File: src/rtl/game_pkg.sv
// Shared state encoding and default timing constants for the game flow controller.
package game_pkg;

  typedef enum logic [3:0] {
    ST_MENU       = 4'd0,
    ST_START      = 4'd1,
    ST_PLAYING    = 4'd2,
    ST_PAUSED     = 4'd3,
    ST_RESPAWN    = 4'd4,
    ST_LEVEL_DONE = 4'd5,
    ST_LEVEL_WAIT = 4'd6,
    ST_OVER_DELAY = 4'd7,
    ST_GAME_OVER  = 4'd8,
    ST_GAME_WIN   = 4'd9
  } game_state_e;

  localparam int DEF_NUM_LEVELS    = 10;
  localparam int DEF_NUM_LIVES     = 3;
  localparam int DEF_DONE_DELAY    = 12500000;
  localparam int DEF_OVER_DELAY    = 12500000;
  localparam int DEF_RESPAWN_DELAY = 6250000;

endpackage

File: src/rtl/game_flow_ctrl_if.sv
// Bundle between keyboard/playfield blocks and the game flow controller.
interface game_flow_ctrl_if #(
  parameter int LEVEL_W = 4,
  parameter int LIVES_W = 2,
  parameter int ENEMY_W = 6
);

  logic               space_i;
  logic               pause_i;
  logic               bullet_collide_eagle_i;
  logic               bullet_collide_player_i;
  logic [ENEMY_W-1:0] enemy_left_i;

  logic               is_menu_o;
  logic               is_playing_o;
  logic               is_paused_o;
  logic               is_respawn_o;
  logic               is_level_done_o;
  logic               is_game_over_o;
  logic               is_game_win_o;
  logic               reset_game_o;
  logic [LEVEL_W-1:0] level_o;
  logic [LIVES_W-1:0] lives_o;
  logic [3:0]         state_o;

  // The controller side: consumes key/collision inputs, drives phase flags.
  modport master (
    input  space_i, pause_i, bullet_collide_eagle_i, bullet_collide_player_i, enemy_left_i,
    output is_menu_o, is_playing_o, is_paused_o, is_respawn_o, is_level_done_o,
    output is_game_over_o, is_game_win_o, reset_game_o, level_o, lives_o, state_o
  );

  modport slave (
    output space_i, pause_i, bullet_collide_eagle_i, bullet_collide_player_i, enemy_left_i,
    input  is_menu_o, is_playing_o, is_paused_o, is_respawn_o, is_level_done_o,
    input  is_game_over_o, is_game_win_o, reset_game_o, level_o, lives_o, state_o
  );

endinterface

File: src/rtl/key_edge.sv
// Rising-edge detector for a key level; history resets high so a key held
// through reset does not produce a spurious press.
module key_edge (
  input  logic i_clk,
  input  logic i_rst,
  input  logic i_key,
  output logic o_rise
);

  logic r_key_q;

  always_ff @(posedge i_clk or posedge i_rst) begin
    if (i_rst) begin
      r_key_q <= 1'b1;
    end else begin
      r_key_q <= i_key;
    end
  end

  assign o_rise = i_key & ~r_key_q;

endmodule

File: src/rtl/game_flow_ctrl.sv
// Top-level game phase sequencer: menu, play, pause, respawn, level-done,
// game-over and win, with registered phase flags, level and lives tracking.
module game_flow_ctrl
  import game_pkg::*;
#(
  parameter int NUM_LEVELS    = DEF_NUM_LEVELS,
  parameter int LEVEL_W       = 4,
  parameter int NUM_LIVES     = DEF_NUM_LIVES,
  parameter int LIVES_W       = 2,
  parameter int ENEMY_W       = 6,
  parameter int CNT_W         = 24,
  parameter int DONE_DELAY    = DEF_DONE_DELAY,
  parameter int OVER_DELAY    = DEF_OVER_DELAY,
  parameter int RESPAWN_DELAY = DEF_RESPAWN_DELAY
) (
  input  logic            clk_i,
  input  logic            reset_i,
  game_flow_ctrl_if.master gf_bus
);

  localparam logic [LEVEL_W-1:0] LEVEL_ONE    = LEVEL_W'(1);
  localparam logic [LEVEL_W-1:0] LEVEL_LAST   = LEVEL_W'(NUM_LEVELS);
  localparam logic [LIVES_W-1:0] LIVES_FULL   = LIVES_W'(NUM_LIVES);
  localparam logic [LIVES_W-1:0] LIVES_ONE    = LIVES_W'(1);
  localparam logic [CNT_W-1:0]   DONE_LAST    = CNT_W'(DONE_DELAY - 1);
  localparam logic [CNT_W-1:0]   OVER_LAST    = CNT_W'(OVER_DELAY - 1);
  localparam logic [CNT_W-1:0]   RESPAWN_LAST = CNT_W'(RESPAWN_DELAY - 1);

  logic w_space_rise;
  logic w_pause_rise;

  game_state_e        r_state;
  logic [CNT_W-1:0]   r_cnt;
  logic [LEVEL_W-1:0] r_level;
  logic [LIVES_W-1:0] r_lives;
  logic               r_is_menu;
  logic               r_is_playing;
  logic               r_is_paused;
  logic               r_is_respawn;
  logic               r_is_level_done;
  logic               r_is_game_over;
  logic               r_is_game_win;
  logic               r_reset_game;

  key_edge u_space_edge (
    .i_clk  (clk_i),
    .i_rst  (reset_i),
    .i_key  (gf_bus.space_i),
    .o_rise (w_space_rise)
  );

  key_edge u_pause_edge (
    .i_clk  (clk_i),
    .i_rst  (reset_i),
    .i_key  (gf_bus.pause_i),
    .o_rise (w_pause_rise)
  );

  // Flags are decoded from the state held during the cycle, so they trail
  // the state register by one clock. The counter is zero on entry to any
  // timed state and the exit fires on DELAY-1, giving exactly DELAY cycles.
  always_ff @(posedge clk_i or posedge reset_i) begin
    if (reset_i) begin
      r_state         <= ST_MENU;
      r_cnt           <= '0;
      r_level         <= LEVEL_ONE;
      r_lives         <= LIVES_FULL;
      r_is_menu       <= 1'b0;
      r_is_playing    <= 1'b0;
      r_is_paused     <= 1'b0;
      r_is_respawn    <= 1'b0;
      r_is_level_done <= 1'b0;
      r_is_game_over  <= 1'b0;
      r_is_game_win   <= 1'b0;
      r_reset_game    <= 1'b1;
    end else begin
      r_is_menu       <= 1'b0;
      r_is_playing    <= 1'b0;
      r_is_paused     <= 1'b0;
      r_is_respawn    <= 1'b0;
      r_is_level_done <= 1'b0;
      r_is_game_over  <= 1'b0;
      r_is_game_win   <= 1'b0;
      r_reset_game    <= 1'b1;
      r_cnt           <= '0;

      case (r_state)
        ST_MENU: begin
          r_is_menu <= 1'b1;
          r_level   <= LEVEL_ONE;
          r_lives   <= LIVES_FULL;
          if (w_space_rise) begin
            r_state <= ST_START;
          end
        end

        ST_START: begin
          r_state <= ST_PLAYING;
        end

        ST_PLAYING: begin
          r_reset_game <= 1'b0;
          r_is_playing <= 1'b1;
          if (gf_bus.bullet_collide_eagle_i) begin
            r_state <= ST_OVER_DELAY;
          end else if (gf_bus.enemy_left_i == '0) begin
            r_state <= ST_LEVEL_DONE;
          end else if (gf_bus.bullet_collide_player_i) begin
            // Last life lost goes straight to game over; lives floor at zero.
            if (r_lives <= LIVES_ONE) begin
              r_lives <= '0;
              r_state <= ST_OVER_DELAY;
            end else begin
              r_lives <= r_lives - 1'b1;
              r_state <= ST_RESPAWN;
            end
          end else if (w_pause_rise) begin
            r_state <= ST_PAUSED;
          end
        end

        ST_PAUSED: begin
          r_reset_game <= 1'b0;
          r_is_paused  <= 1'b1;
          if (w_pause_rise || w_space_rise) begin
            r_state <= ST_PLAYING;
          end
        end

        ST_RESPAWN: begin
          r_reset_game <= 1'b0;
          r_is_respawn <= 1'b1;
          if (gf_bus.bullet_collide_eagle_i) begin
            r_state <= ST_OVER_DELAY;
          end else if (r_cnt == RESPAWN_LAST) begin
            r_state <= ST_PLAYING;
          end else begin
            r_cnt <= r_cnt + 1'b1;
          end
        end

        ST_LEVEL_DONE: begin
          r_is_level_done <= 1'b1;
          if (r_cnt == DONE_LAST) begin
            r_state <= (r_level == LEVEL_LAST) ? ST_GAME_WIN : ST_LEVEL_WAIT;
          end else begin
            r_cnt <= r_cnt + 1'b1;
          end
        end

        ST_LEVEL_WAIT: begin
          r_is_level_done <= 1'b1;
          if (w_space_rise) begin
            if (r_level < LEVEL_LAST) begin
              r_level <= r_level + 1'b1;
            end
            r_state <= ST_START;
          end
        end

        ST_OVER_DELAY: begin
          // Playfield stays out of reset so the final frame is frozen on screen.
          r_reset_game   <= 1'b0;
          r_is_game_over <= 1'b1;
          if (r_cnt == OVER_LAST) begin
            r_state <= ST_GAME_OVER;
          end else begin
            r_cnt <= r_cnt + 1'b1;
          end
        end

        ST_GAME_OVER: begin
          r_is_game_over <= 1'b1;
          if (w_space_rise) begin
            r_state <= ST_MENU;
          end
        end

        ST_GAME_WIN: begin
          r_is_game_win <= 1'b1;
          if (w_space_rise) begin
            r_state <= ST_MENU;
          end
        end

        default: begin
          r_state <= ST_MENU;
        end
      endcase
    end
  end

  assign gf_bus.is_menu_o       = r_is_menu;
  assign gf_bus.is_playing_o    = r_is_playing;
  assign gf_bus.is_paused_o     = r_is_paused;
  assign gf_bus.is_respawn_o    = r_is_respawn;
  assign gf_bus.is_level_done_o = r_is_level_done;
  assign gf_bus.is_game_over_o  = r_is_game_over;
  assign gf_bus.is_game_win_o   = r_is_game_win;
  assign gf_bus.reset_game_o    = r_reset_game;
  assign gf_bus.level_o         = r_level;
  assign gf_bus.lives_o         = r_lives;
  assign gf_bus.state_o         = r_state;

endmodule

File: src/flat_wrapper.sv
// flat-port wrapper written by rule: the top's interface ports become plain ports
module game_flow_ctrl_flat import game_pkg::*;
#(
  parameter int NUM_LEVELS    = DEF_NUM_LEVELS,
  parameter int LEVEL_W       = 4,
  parameter int NUM_LIVES     = DEF_NUM_LIVES,
  parameter int LIVES_W       = 2,
  parameter int ENEMY_W       = 6,
  parameter int CNT_W         = 24,
  parameter int DONE_DELAY    = DEF_DONE_DELAY,
  parameter int OVER_DELAY    = DEF_OVER_DELAY,
  parameter int RESPAWN_DELAY = DEF_RESPAWN_DELAY
)
  (clk_i, reset_i, gf_bus_space_i, gf_bus_pause_i, gf_bus_bullet_collide_eagle_i, gf_bus_bullet_collide_player_i, gf_bus_enemy_left_i, gf_bus_is_menu_o, gf_bus_is_playing_o, gf_bus_is_paused_o, gf_bus_is_respawn_o, gf_bus_is_level_done_o, gf_bus_is_game_over_o, gf_bus_is_game_win_o, gf_bus_reset_game_o, gf_bus_level_o, gf_bus_lives_o, gf_bus_state_o);
  game_flow_ctrl_if #(.LEVEL_W(LEVEL_W), .LIVES_W(LIVES_W), .ENEMY_W(ENEMY_W)) gf_bus_i ();
  input  logic clk_i;
  input  logic reset_i;
  input wire logic [$bits(gf_bus_i.space_i)-1:0] gf_bus_space_i;
  input wire logic [$bits(gf_bus_i.pause_i)-1:0] gf_bus_pause_i;
  input wire logic [$bits(gf_bus_i.bullet_collide_eagle_i)-1:0] gf_bus_bullet_collide_eagle_i;
  input wire logic [$bits(gf_bus_i.bullet_collide_player_i)-1:0] gf_bus_bullet_collide_player_i;
  input wire logic [$bits(gf_bus_i.enemy_left_i)-1:0] gf_bus_enemy_left_i;
  output wire logic [$bits(gf_bus_i.is_menu_o)-1:0] gf_bus_is_menu_o;
  output wire logic [$bits(gf_bus_i.is_playing_o)-1:0] gf_bus_is_playing_o;
  output wire logic [$bits(gf_bus_i.is_paused_o)-1:0] gf_bus_is_paused_o;
  output wire logic [$bits(gf_bus_i.is_respawn_o)-1:0] gf_bus_is_respawn_o;
  output wire logic [$bits(gf_bus_i.is_level_done_o)-1:0] gf_bus_is_level_done_o;
  output wire logic [$bits(gf_bus_i.is_game_over_o)-1:0] gf_bus_is_game_over_o;
  output wire logic [$bits(gf_bus_i.is_game_win_o)-1:0] gf_bus_is_game_win_o;
  output wire logic [$bits(gf_bus_i.reset_game_o)-1:0] gf_bus_reset_game_o;
  output wire logic [$bits(gf_bus_i.level_o)-1:0] gf_bus_level_o;
  output wire logic [$bits(gf_bus_i.lives_o)-1:0] gf_bus_lives_o;
  output wire logic [$bits(gf_bus_i.state_o)-1:0] gf_bus_state_o;
  assign gf_bus_i.space_i = gf_bus_space_i;
  assign gf_bus_i.pause_i = gf_bus_pause_i;
  assign gf_bus_i.bullet_collide_eagle_i = gf_bus_bullet_collide_eagle_i;
  assign gf_bus_i.bullet_collide_player_i = gf_bus_bullet_collide_player_i;
  assign gf_bus_i.enemy_left_i = gf_bus_enemy_left_i;
  assign gf_bus_is_menu_o = gf_bus_i.is_menu_o;
  assign gf_bus_is_playing_o = gf_bus_i.is_playing_o;
  assign gf_bus_is_paused_o = gf_bus_i.is_paused_o;
  assign gf_bus_is_respawn_o = gf_bus_i.is_respawn_o;
  assign gf_bus_is_level_done_o = gf_bus_i.is_level_done_o;
  assign gf_bus_is_game_over_o = gf_bus_i.is_game_over_o;
  assign gf_bus_is_game_win_o = gf_bus_i.is_game_win_o;
  assign gf_bus_reset_game_o = gf_bus_i.reset_game_o;
  assign gf_bus_level_o = gf_bus_i.level_o;
  assign gf_bus_lives_o = gf_bus_i.lives_o;
  assign gf_bus_state_o = gf_bus_i.state_o;
  game_flow_ctrl #(.NUM_LEVELS(NUM_LEVELS), .LEVEL_W(LEVEL_W), .NUM_LIVES(NUM_LIVES), .LIVES_W(LIVES_W), .ENEMY_W(ENEMY_W), .CNT_W(CNT_W), .DONE_DELAY(DONE_DELAY), .OVER_DELAY(OVER_DELAY), .RESPAWN_DELAY(RESPAWN_DELAY)) u_core (.clk_i(clk_i), .reset_i(reset_i), .gf_bus(gf_bus_i));
endmodule
File: config.mk
export PLATFORM = sky130hd
export DESIGN_NAME = game_flow_ctrl_flat
export DESIGN_NICKNAME = d
export VERILOG_FILES = /design/src/rtl/game_pkg.sv /design/src/rtl/game_flow_ctrl_if.sv /design/src/rtl/key_edge.sv /design/src/rtl/game_flow_ctrl.sv /design/src/flat_wrapper.sv
export SDC_FILE = /design/constraint.sdc
export NUM_CORES = 1
export LEC_CHECK = 0
export CORE_MARGIN = 5
export CORE_UTILIZATION = 57
export DETAILED_ROUTE_END_ITERATION = 8
export GPL_TIMING_DRIVEN = 0
export PLACE_DENSITY = 0.85
export SETUP_SLACK_MARGIN = 0.05
export SLEW_MARGIN = 20
export SYNTH_ARGS = -nofsm -noshare
export SYNTH_HDL_FRONTEND = slang
export SYNTH_SLANG_ARGS = --single-unit
export TNS_END_PERCENT = 5
File: constraint.sdc
create_clock -name clk_i -period 7.2 [get_ports clk_i]
set_clock_uncertainty 0.2 [all_clocks]
set_input_delay 1.44 -clock clk_i [delete_from_list [all_inputs] [get_ports clk_i]]
set_output_delay 1.44 -clock clk_i [all_outputs]
set_load 0.01 [all_outputs]
Word level (Yosys, flattened, before mapping)
Cells that the tools add are included.

Register bits after elaboration: 44. Bits in latches: 0. Memory bits (writable): 0. Bits in read-only memories: 0. Input port bits: 12. Output and inout bits: 18. Word-level logic and storage cells: 95. Memories: 0.

Add/sub/neg operators: 3. $mul: 0. Div/mod/pow operators: 0. Order comparisons: 2. Equality and inequality tests: 24. Shift operators: 0. Muxes and demuxes: 34. Bitwise operators: 4. Reduce and logical (&&, ||, !) cells: 14.

Operators with widths (count): $mux 24 (3); $mux 4 (14); $pmux 24 s2 (1); $pmux 4 s8 (1); $add 24x1->24 const B (1); $eq 24x23->1 const B (1); $eq 24x24->1 const B (1); $eq 4x3->1 const B (4); $ne 2x1->1 const B (7); $eq 4x4->1 const B (3); $mux 2 (5); $reduce_or 2->1 (5); $eq 4x2->1 const B (2); $mux 1 (8); $pmux 4 s2 (1); $reduce_and 7->1 (1); $logic_not 6->1 (1); $ne 2x2->1 const B (3); $ne 5x3->1 const B (1); $add 4x1->4 const B (1); $eq 4x1->1 const B (1); $logic_not 4->1 (1); $lt 4x4->1 const B (1); $pmux 2 s2 (1); 10 further kinds (13).

Depth between registers and ports, before layout
Gate-level depths: netlist (run 1).

Depth after elaboration: 7. Depth in mapped cells: 8. Gate-level depth less buffers: 7.

Cells and area by module
From an unflattened synthesis (run 1), not the netlist that was laid out.

Cells, all modules: 234. Area total of the unflattened synthesis: 2311.0 um^2.

Modules (own cells, without submodules): game_flow_ctrl (instances 1, cells an instance 228, area each 2223.4 um^2, seq. area each 1056.0 um^2); key_edge (instances 2, cells an instance 3, area each 43.8 um^2, seq. area each 26.3 um^2).

Worst setup path after synthesis (run 1)
OpenSTA, ideal clock, no wires.

Kind: input -> register. Start: in gf_bus_enemy_left_i[3]. End: reg u_core.r_state[1], in the netlist u_core.gf_bus.state_o[1]. Setup time: 0.127 ns. Data arrival time: 2.818 ns. Required time: 6.873 ns. Setup slack: 4.054 ns. Cell stages on the path: 5. Buffers on the path: 0. Cells stage by stage: or4_1 -> o31ai_2 -> or4_4 -> nand4_1 -> mux2_1.

Longest elaborated chain between the ends: 4. Elaborated cells on any way between the ends: 6. Those cells by class: eq/ne: 1; mux: 3; reduce/logical: 2.

RTL lines: start, declared (line flat_wrapper.sv:22) `input wire logic [$bits(gf_bus_i.enemy_left_i)-1:0] gf_bus_enemy_left_i;`; $logic_not 6->1 * (line game_flow_ctrl.sv:106) `end else if (gf_bus.enemy_left_i == '0) begin`; $mux 4 (line game_flow_ctrl.sv:106); $mux 4 (line game_flow_ctrl.sv:104) `if (gf_bus.bullet_collide_eagle_i) begin`; $pmux 4 s8 (line game_flow_ctrl.sv:87) `case (r_state)`; end signal, assigned (line game_flow_ctrl.sv:145) `r_state <= (r_level == LEVEL_LAST) ? ST_GAME_WIN : ST_LEVEL_WAIT;`; end, declared (line game_flow_ctrl.sv:32) `game_state_e r_state;`.

Mark *: on every way between the ends. The rest lies on a longest branch, timed or not. A chain may end at the register's enable or synchronous reset.

Final worst setup path (run 1)
Same ends and word-level chain as after synthesis.

==> flow_metrics.tcl, run 1 <==
set metrics [dict create \
    ir_drop_uv 148.3 \
    vias_per_cell 5.915 \
    wire_per_inst_um 15.71 \
    synthFlopType "dfrtp_1" \
    fillers 331 \
    tns_ns 0 \
    netlist_instances 243 \
    grt_pass1_vias 1939 \
    worstSetupEndpointType "flip-flop" \
    diodes 0 \
    port_buffers 29 \
    critPathLaunchType "input port" \
    multiInputGateArea_sq_um 1149 \
    clock_latency_ns 0.31 \
    path_clk_slew_ns 0.09 \
    worst-endpoint-arrival_ns 3.45 \
    crit_type "in2reg" \
    timing.rr.start "u_core.gf_bus.state_o[0]" \
    grt_max_degree 24 \
    cts_hold_buffers 0 \
    drive_gt1_frac 0.1388 \
    numCtsBuffers 5 \
    remaining_drc_errors 0 \
    track_usage 0.2085 \
    rows 23 \
    crit_fanout 3 \
    dp_cells 323 \
    drv_slew 0 \
    hold_viol 0 \
    antenna_found_initial 0 \
    globalplace.congestion 0.8566 \
    stdcell_count 331 \
    synth_xor_area_frac 0.08196 \
    setup_viol 0 \
    power.density_nw_per_um2 326.8 \
    synthArstFlopShare 1.000 \
    cts_tree "built" \
    clockBufferDepth 2 \
    worstMarginPinSlew_ns 0.7895 \
    grt_setup_unrepaired "no" \
    status "complete, no violations" \
    seq_area_sq_um 1109 \
    period_minus_slack_ns 3.448 \
    synth_edf_count 0 \
    vias 1958 \
    area_growth_syn_to_layout_pct 20.92 \
    fmax_mhz 290.0 \
    first_iter_violations 99 \
    dieArea_sq_um 5509 \
    core_area_sq_um 4000 \
    post-dp-hpwl_mm 3.850 \
    ant_nets 0 \
    synth_adder_area_share 0.01597 \
    firstDrtPassIters 4 \
    cts_root_buf "clkbuf_8" \
    crit_start "gf_bus_enemy_left_i[3]" \
    total_power_uw 929.1 \
    drt_wl_total_mm 5.199 \
    fin_nets 295 \
    die_width_um 74.22 \
    synth.distinct_cells 54 \
    synth_area_sq_um 2351 \
    htree_levels 2 \
    yosys.area_share.simple 0.2911 \
    syn_nets 258 \
    relSlewSlack 0.4693 \
    yosysSeqAreaShare 0.4715 \
    muxShareOfSynthArea 0.004790 \
    grt_pass1_wl_mm 8.756 \
    yosysWarnings 0 \
    io_pins 30 \
    avgSynthCellArea_sq_um 9.675 \
    gr-total-overflow 0 \
    yosys_register_bits 44 \
    die_h_um 74.22 \
    initial_utilization 0.5877 \
    hp-start "u_core.r_cnt[0]" \
    post_cts_buffers 0 \
    synth_top_family_by_area "simple AND/OR/NAND/NOR gates" \
    period_share 0.4789 \
    required_ns 7.20 \
    post_cts_resized 0 \
    drv_cap 0 \
    cts.sinks 44 \
    synth-compound-area-share 0.09473 \
    worstHoldPathType "reg2reg" \
    power.leakage_nw 1.166 \
]
-- critical path, stage by stage --
cell             delay [ns]
clkdlybuf4s50_1        0.39
or4_1                  0.56
o31ai_2                0.37
or4_4                  0.23
nand4_1                0.12
mux2_1                 0.34
-- per-stage QoR --
stage                     setup slack [ns]  cell area [sq um]  hold WS (ns)  utilization
after global routing                 3.698               2843        0.3072       0.7107
after floorplan                      4.054               2351        0.2518            -
after global placement               3.544               2704        0.2748       0.6759
after CTS                            3.761               2843        0.2951       0.7107
final                                3.752               2843        0.2888       0.7107
after detailed placement             3.491               2731        0.2838       0.6828
-- power breakdown --
part	leakage (nW)	internal (mW)	switching, mW
logic	0.532	0.195	0.200
registers	0.580	0.301	0.0440
clock network	0.0541	0.103	0.0868
total	1.17	0.599	0.330
-- kinds of logic after synthesis --
kind of cell               Yosys count
and+or+nand+nor                    125
buffers and inverters               16
xor gates and xnor gates            22
adders and majority gates            3
AOI/OAI and AO/OA                   32
muxes                                1
DFF                                 44
-- metal layers --
layer  vias up  share of wire  GRT usage
met2        55           0.50     0.3504
met4         0          0.024    0.08696
li1        928              -          -
met1       962           0.42     0.2572
met5         -              0          0
met3        13          0.056    0.05135
-- registers in the layout, summed over array words and instances (netlist names) --
name,flops
u_core.gf_bus.is_level_done_o,1
u_core.gf_bus.is_menu_o,1
u_core.u_space_edge.r_key_q,1
u_core.gf_bus.is_paused_o,1
u_core.gf_bus.is_game_win_o,1
u_core.gf_bus.is_game_over_o,1
u_core.gf_bus.is_playing_o,1
u_core.gf_bus.is_respawn_o,1
u_core.u_pause_edge.r_key_q,1
u_core.gf_bus.state_o,4
u_core.gf_bus.lives_o,2
u_core.gf_bus.reset_game_o,1
u_core.r_cnt,24
u_core.gf_bus.level_o,4
-- layout by cell type (no fill, tap or decap), types with 6 or more instances in the layout --
cell type        instances
nand4_1                  9
nor3_1                   6
clkdlybuf4s50_1         29
nand3_1                 14
dfstp_2                  6
o21ai_0                  6
a21oi_1                  8
xor2_1                  10
xnor2_1                 12
nand2_1                 14
nor2_1                  40
dfrtp_1                 38
-- final cells by class --
class | instances | area share
Buffer | 9 | 0.02201
Clock buffer | 5 | 0.02421
Clock inverter | 3 | 0.01496
Inverter | 7 | 0.01100
Multi-Input combinational cell | 183 | 0.4040
Sequential cell | 44 | 0.3900
Tap cell | 50 | 0.02201
Timing Repair Buffer | 30 | 0.1118
-- synth_stat cells, types with 2 or more instances --
library cell,count,area [sq um]
nand4_1,9,56.30
a41oi_1,2,17.52
nand2b_1,5,31.28
buf_4,3,22.52
inv_1,6,22.52
a21oi_1,8,40.04
nand2_1,14,52.55
nor3_1,6,30.03
nor4_1,2,12.51
clkbuf_1,2,7.510
nor4_2,2,25.02
and2_1,3,18.77
o21ai_0,6,30.03
or4_1,3,22.52
nor2_1,40,150.1
o31ai_1,2,15.01
ha_1,3,37.54
nor3b_1,2,15.01
and4_1,4,35.03
xnor2_1,12,105.1
nand3_1,14,70.07
xor2_1,10,87.58
o22ai_1,3,18.77
nor2b_1,4,25.02
dfrtp_1,38,950.9
or2_2,2,12.51
buf_2,2,10.01
buf_6,2,22.52
and3_1,4,25.02
dfstp_2,6,157.7
-- final timing paths --
check	end	slack [ns]	cells past startpoint
hold reg to reg	u_core.r_cnt[0]	0.29	1
hold / removal	u_core.r_cnt[0]	0.29	1
min in group asynchronous	u_core.gf_bus.state_o[1]	1.27	2
setup / recovery	u_core.gf_bus.state_o[1]	3.75	6
max in group asynchronous	u_core.u_pause_edge.r_key_q	4.97	3
setup reg to reg	u_core.gf_bus.state_o[1]	4.69	8
Power figures use the tool's default switching activity.
==> run 2: changes to the inputs <==
--- a/config.mk
+++ b/config.mk
@@ -6,10 +6,10 @@
 export NUM_CORES = 1
 export LEC_CHECK = 0
 export CORE_MARGIN = 5
-export CORE_UTILIZATION = 57
+export CORE_UTILIZATION = 50
 export DETAILED_ROUTE_END_ITERATION = 8
 export GPL_TIMING_DRIVEN = 0
-export PLACE_DENSITY = 0.85
+export PLACE_DENSITY = 0.79
 export SETUP_SLACK_MARGIN = 0.05
 export SLEW_MARGIN = 20
 export SYNTH_ARGS = -nofsm -noshare
==> constraint.sdc (replaced) <==
create_clock -name clk_i -period 3 [get_ports clk_i]
set_clock_uncertainty 0.2 [all_clocks]
set_input_delay 0.6 -clock clk_i [delete_from_list [all_inputs] [get_ports clk_i]]
set_output_delay 0.6 -clock clk_i [all_outputs]
set_load 0.01 [all_outputs]
==> run 2 against run 1 <==
Clock power grew 150%. Critical endpoint unchanged. Count of clock-buffer cells in the layout unchanged. Critical path depth is the same. Largest power group unchanged. Die area is 12% higher. Utilization down 9.6 points. Sequential share of layout area hardly changed. Routed wire length fell by 7.0%. Largest cell class unchanged.
==> flow_metrics.tcl, run 2 (same netlist as run 1, synthesis figures left out) <==
set metrics [dict create \
    cts_root_buf "clkbuf_8" \
    die_h_um 78.57 \
    htree_levels 2 \
    r2r_slack_ns 0.55 \
    grt_pass1_wl_mm 8.273 \
    initial_utilization 0.5078 \
    ir_drop_uv 590.5 \
    worstSetupEndpointType "flip-flop" \
    multiInputGateArea_sq_um 1149 \
    firstDrtPassIters 4 \
    drv_cap 0 \
    placed_area_sq_um 2729 \
    period_share 0.8403 \
    pre_cts_slack_ns 0.1659 \
    largest-register "u_core.r_cnt" \
    fin_area_sq_um 2844 \
    relSlewSlack 0.4965 \
    fin_nets 295 \
    wire_per_inst_um 14.43 \
    seq_area_sq_um 1109 \
    critPathLaunchType "input port" \
    largest_reg_flops 24 \
    first_iter_violations 79 \
    worstHoldPathType "reg2reg" \
    hp-start "u_core.r_cnt[0]" \
    drt_wl_total_mm 4.835 \
    final_util 0.6143 \
    stdcell_count 335 \
    ant_nets 0 \
    antenna_found_initial 0 \
    cts_hold_buffers 0 \
    dp_cells 327 \
    clockBufferDepth 2 \
    numCtsBuffers 5 \
    post_cts_buffers 0 \
    fmax_mhz 396.7 \
    hold_viol 0 \
    critPathSlowestCell "or4_1" \
    area_growth_syn_to_layout_pct 20.97 \
    dieArea_sq_um 6173 \
    required_ns 2.99 \
    post_cts_resized 0 \
    total_power_mw 2.231 \
    globalplace.congestion 0.8386 \
    worstMarginPinSlew_ns 0.7490 \
    setup_viol 0 \
    crit_type "in2reg" \
    tns_ns 0 \
    core_area_sq_um 4629 \
    grt_max_degree 36 \
    worstPathCellList "clkdlybuf4s50_1 > or4_1 > o31ai_2 > or4_4 > nand4_1 > mux2_1" \
    cts.sinks 44 \
    clock_latency_ns 0.30 \
    gr-total-overflow 0 \
    crit_start "gf_bus_enemy_left_i[3]" \
    period_minus_slack_ns 2.521 \
    layout.cells.most_common "nor2_1" \
    drive_gt1_frac 0.1388 \
    diodes 0 \
    drv_slew 0 \
    rows 25 \
    cts_tree "built" \
    fin_ws_ns 0.4792 \
    crit_fanout 3 \
    path_clk_slew_ns 0.08 \
    r2r_end "u_core.gf_bus.state_o[2]" \
    io_pins 30 \
    die_width_um 78.57 \
    remaining_drc_errors 0 \
    grt_pass1_vias 1754 \
    crit_path_max_incr_delay_ns 0.58 \
    holdPathEnd "u_core.r_cnt[0]" \
    layout_common_cells "40 x nor2_1, 38 x dfrtp_1, 29 x clkdlybuf4s50_1, 14 x nand3_1, 14 x nand2_1" \
    fillers 394 \
    power.leakage_nw 1.163 \
    track_usage 0.1689 \
    vias_per_cell 5.672 \
    grt_setup_unrepaired "no" \
    whs_path_depth 1 \
    port_buffers 29 \
    post-dp-hpwl_mm 3.632 \
    status "complete, no violations" \
    vias 1900 \
    hold_ws_ns 0.2889 \
    timing.rr.start "u_core.r_cnt[14]" \
    worst-endpoint-arrival_ns 2.51 \
    power.density_nw_per_um2 784.6 \
    ff2ff_path_depth 7 \
]
## run 2: per-layer routing
layer	part of all wire	global-route usage	wire, um	vias to the layer above
li1	-	-	-	925
met1	0.44	0.2126	2147	909
met2	0.48	0.2784	2324	58
met3	0.059	0.04702	283	8
met4	0.017	0.05769	80	0
met5	0	0	0	-
## run 2: final cells by class
| type | count | area share |
|---|---|---|
| well taps | 54 | 0.02376 |
| inverters | 7 | 0.01100 |
| repair buffers | 30 | 0.1091 |
| multi-input cells | 183 | 0.4039 |
| flip-flops and latches | 44 | 0.3898 |
| clock inverters | 3 | 0.01628 |
| plain buffers | 9 | 0.02200 |
| clock buffers | 5 | 0.02420 |
## run 2: power breakdown
| group | internal (mW) | switching (mW) |
|---|---|---|
| Combinational | 0.468 | 0.472 |
| Clock | 0.251 | 0.216 |
| Sequential | 0.723 | 0.101 |
## run 2: critical path, delay by kind of cell
kind	cells	cell delay, ns
and+or+nand+nor	3	0.88
buffers and inverters	1	0.40
muxes	1	0.33
AOI/OAI and AO/OA	1	0.29
## run 2: how the worst max path moves through the flow
stage	to	slack [ns]	cells past startpoint
detailed placement	u_core.gf_bus.state_o[1]	0.17	6
finish	u_core.gf_bus.state_o[1]	0.48	6
CTS	u_core.gf_bus.state_o[1]	0.49	6
global route	u_core.gf_bus.state_o[2]	0.32	7
global placement	u_core.gf_bus.state_o[1]	0.20	6
floorplan	u_core.gf_bus.state_o[1]	0.62	8
==> run 3: changes to the inputs <==
--- a/config.mk
+++ b/config.mk
@@ -6,10 +6,10 @@
 export NUM_CORES = 1
 export LEC_CHECK = 0
 export CORE_MARGIN = 5
-export CORE_UTILIZATION = 50
+export CORE_UTILIZATION = 55
 export DETAILED_ROUTE_END_ITERATION = 8
 export GPL_TIMING_DRIVEN = 0
-export PLACE_DENSITY = 0.79
+export PLACE_DENSITY = 0.82
 export SETUP_SLACK_MARGIN = 0.05
 export SLEW_MARGIN = 20
 export SYNTH_ARGS = -nofsm -noshare
==> constraint.sdc (replaced) <==
create_clock -name clk_i -period 2.5 [get_ports clk_i]
set_clock_uncertainty 0.2 [all_clocks]
set_input_delay 0.5 -clock clk_i [delete_from_list [all_inputs] [get_ports clk_i]]
set_output_delay 0.5 -clock clk_i [all_outputs]
set_load 0.01 [all_outputs]
==> run 3 against run 2 <==
Routed wire length grew 4.9%. Flip-flop and latch count did not move. Sequential power rose by 21%. Utilization increased by 9.3 points. Design area increased by 1.6%. Count of clock-buffer cells in the layout unchanged. Via count rose by 0.95%. Register-to-register slack lost 0.52 ns. Final cell count is 1.2% lower. Sequential share of layout area fell by 0.52 points. Setup slack worse by 0.45 ns. Clock power up 19%. Largest cell class unchanged.
==> flow_metrics.tcl, run 3 (same netlist as run 1, synthesis figures left out) <==
set metrics [dict create \
    crit_fanout 10 \
    drv_cap 0 \
    grt_setup_unrepaired "yes" \
    critPathSlowestCell "or4_4" \
    clockBufferDepth 2 \
    worst-endpoint-arrival_ns 2.46 \
    grt_max_degree 31 \
    dieArea_sq_um 5682 \
    combPwrFrac 0.430 \
    largest-register "u_core.r_cnt" \
    initial_utilization 0.5753 \
    ir_drop_uv 591.7 \
    drv_slew 0 \
    track_usage 0.1903 \
    worstMarginPinSlew_ns 0.8126 \
    cts_root_buf "clkbuf_8" \
    hold_ws_ns 0.2586 \
    relSlewSlack 0.4537 \
    fillers 315 \
    rows 23 \
    antenna_found_initial 0 \
    seq_power_share 0.365 \
    r2r_slack_ns 0.03 \
    die_width_um 75.38 \
    setup_viol 0 \
    clock_latency_ns 0.31 \
    multiInputGateArea_sq_um 1196 \
    pre_cts_slack_ns -0.2146 \
    grt_pass1_vias 1885 \
    period_share 0.9864 \
    vias_per_cell 5.795 \
    post-dp-hpwl_mm 3.539 \
    gr-total-overflow 0 \
    worstPathCellList "buf_6 > nand2b_4 > or3_4 > clkinv_4 > o31ai_4 > or4_4 > nand4_1 > mux2_4" \
    fin_nets 295 \
    htree_levels 2 \
    cts.sinks 44 \
    ant_nets 0 \
    tns_ns 0 \
    cellInternalPower_mw 1.759 \
    timing.rr.start "u_core.gf_bus.state_o[0]" \
    crit_type "reg2reg" \
    globalplace.congestion 0.8044 \
    numCtsBuffers 5 \
    grt_pass1_wl_mm 8.321 \
    swShare 0.3554 \
    total_power_mw 2.729 \
    p_switching_uw 969.8 \
    period_minus_slack_ns 2.466 \
    post_cts_buffers 0 \
    path_clk_slew_ns 0.09 \
    layout_common_cells "40 x nor2_1, 36 x dfrtp_1, 29 x clkdlybuf4s50_1, 14 x nand3_1, 14 x nand2_1" \
    fmax_mhz 405.5 \
    cts_tree "built" \
    r2r_end "u_core.gf_bus.state_o[1]" \
    diodes 0 \
    power.density_nw_per_um2 944.6 \
    layout.cells.most_common "nor2_1" \
    ff2ff_path_depth 8 \
    placed_area_sq_um 2724 \
    fin_area_sq_um 2889 \
    seq_area_sq_um 1111 \
    remaining_drc_errors 0 \
    io_pins 30 \
    drt_wl_total_mm 5.070 \
    clockPowerShare 0.204 \
    required_ns 2.50 \
    largest_reg_flops 24 \
    status "complete, no violations" \
    core_area_sq_um 4086 \
    worstSetupEndpointType "flip-flop" \
    drive_gt1_frac 0.1601 \
    first_iter_violations 122 \
    hold_viol 0 \
    port_buffers 29 \
    vias 1918 \
    die_h_um 75.38 \
    power.leakage_nw 1.184 \
    fin_ws_ns 0.03391 \
    critPathLaunchType "flip-flop" \
    worstHoldPathType "in2async" \
    wire_per_inst_um 15.32 \
    firstDrtPassIters 4 \
    cts_hold_buffers 0 \
    crit_path_max_incr_delay_ns 0.51 \
    area_growth_syn_to_layout_pct 22.88 \
]
run 3: metal layers:
layer  up-vias  part of all wire  global-route usage
met4         0             0.024             0.07379
met2        46              0.50              0.3289
li1        928                 -                   -
met1       933              0.44              0.2322
met3        11             0.043             0.04090
met5         -                 0                   0
run 3: layout make-up:
class                   instances  area share
multi-input cells             183      0.4140
flip-flops and latches         44      0.3846
repair buffers                 30      0.1074
clock buffers                   5     0.02382
plain buffers                   9     0.02165
well taps                      50     0.02165
clock inverters                 3     0.01602
inverters                       7     0.01083
run 3: stage by stage:
| stage | utilization | std cells |
|---|---|---|
| after global placement | 0.6617 | 322 |
| after floorplan | - | 243 |
| after CTS | 0.6966 | 331 |
| after detailed placement | 0.6666 | 323 |
| after global routing | 0.7070 | 331 |
| final | 0.7070 | 331 |
run 3: critical path, delay by kind of cell (launching register included):
kind | cells | cell delay [ns]
AND/OR/NAND/NOR | 4 | 1.16
flip-flops | 1 | 0.40
AO/OA/AOI/OAI | 1 | 0.07
buffers and inverters | 2 | 0.22
multiplexers | 1 | 0.31
run 3: what timing repair did:
action | 4_1_cts | 5_1_grt
pin swaps | 0 | 2
gates resized for setup | 1 | 8
endpoints found under the setup margin | 21 | 22
run 3: how the worst max path moves through the flow:
stage                                         from                        to  slack (ns)  depth (start not counted)
final                     u_core.gf_bus.state_o[0]  u_core.gf_bus.state_o[1]        0.03                          8
after global routing      u_core.gf_bus.state_o[0]  u_core.gf_bus.state_o[1]       -0.03                          8
after CTS                 u_core.gf_bus.state_o[0]  u_core.gf_bus.state_o[1]        0.04                          8
after detailed placement    gf_bus_enemy_left_i[3]  u_core.gf_bus.state_o[1]       -0.21                          6
after global placement      gf_bus_enemy_left_i[3]  u_core.gf_bus.state_o[1]       -0.20                          6
after floorplan           u_core.gf_bus.state_o[0]  u_core.gf_bus.state_o[1]        0.12                          8
run 3: power groups by stage:
stage | combinational (mW) | clock, mW | sequential, mW
after floorplan | 0.671 | 0 | 1.04
after CTS | 1.13 | 0.572 | 0.995
after detailed placement | 1.11 | 0 | 1.01
after global routing | 1.29 | 0.600 | 1.01
final | 1.17 | 0.558 | 0.997
after global placement | 1.09 | 0 | 1.00
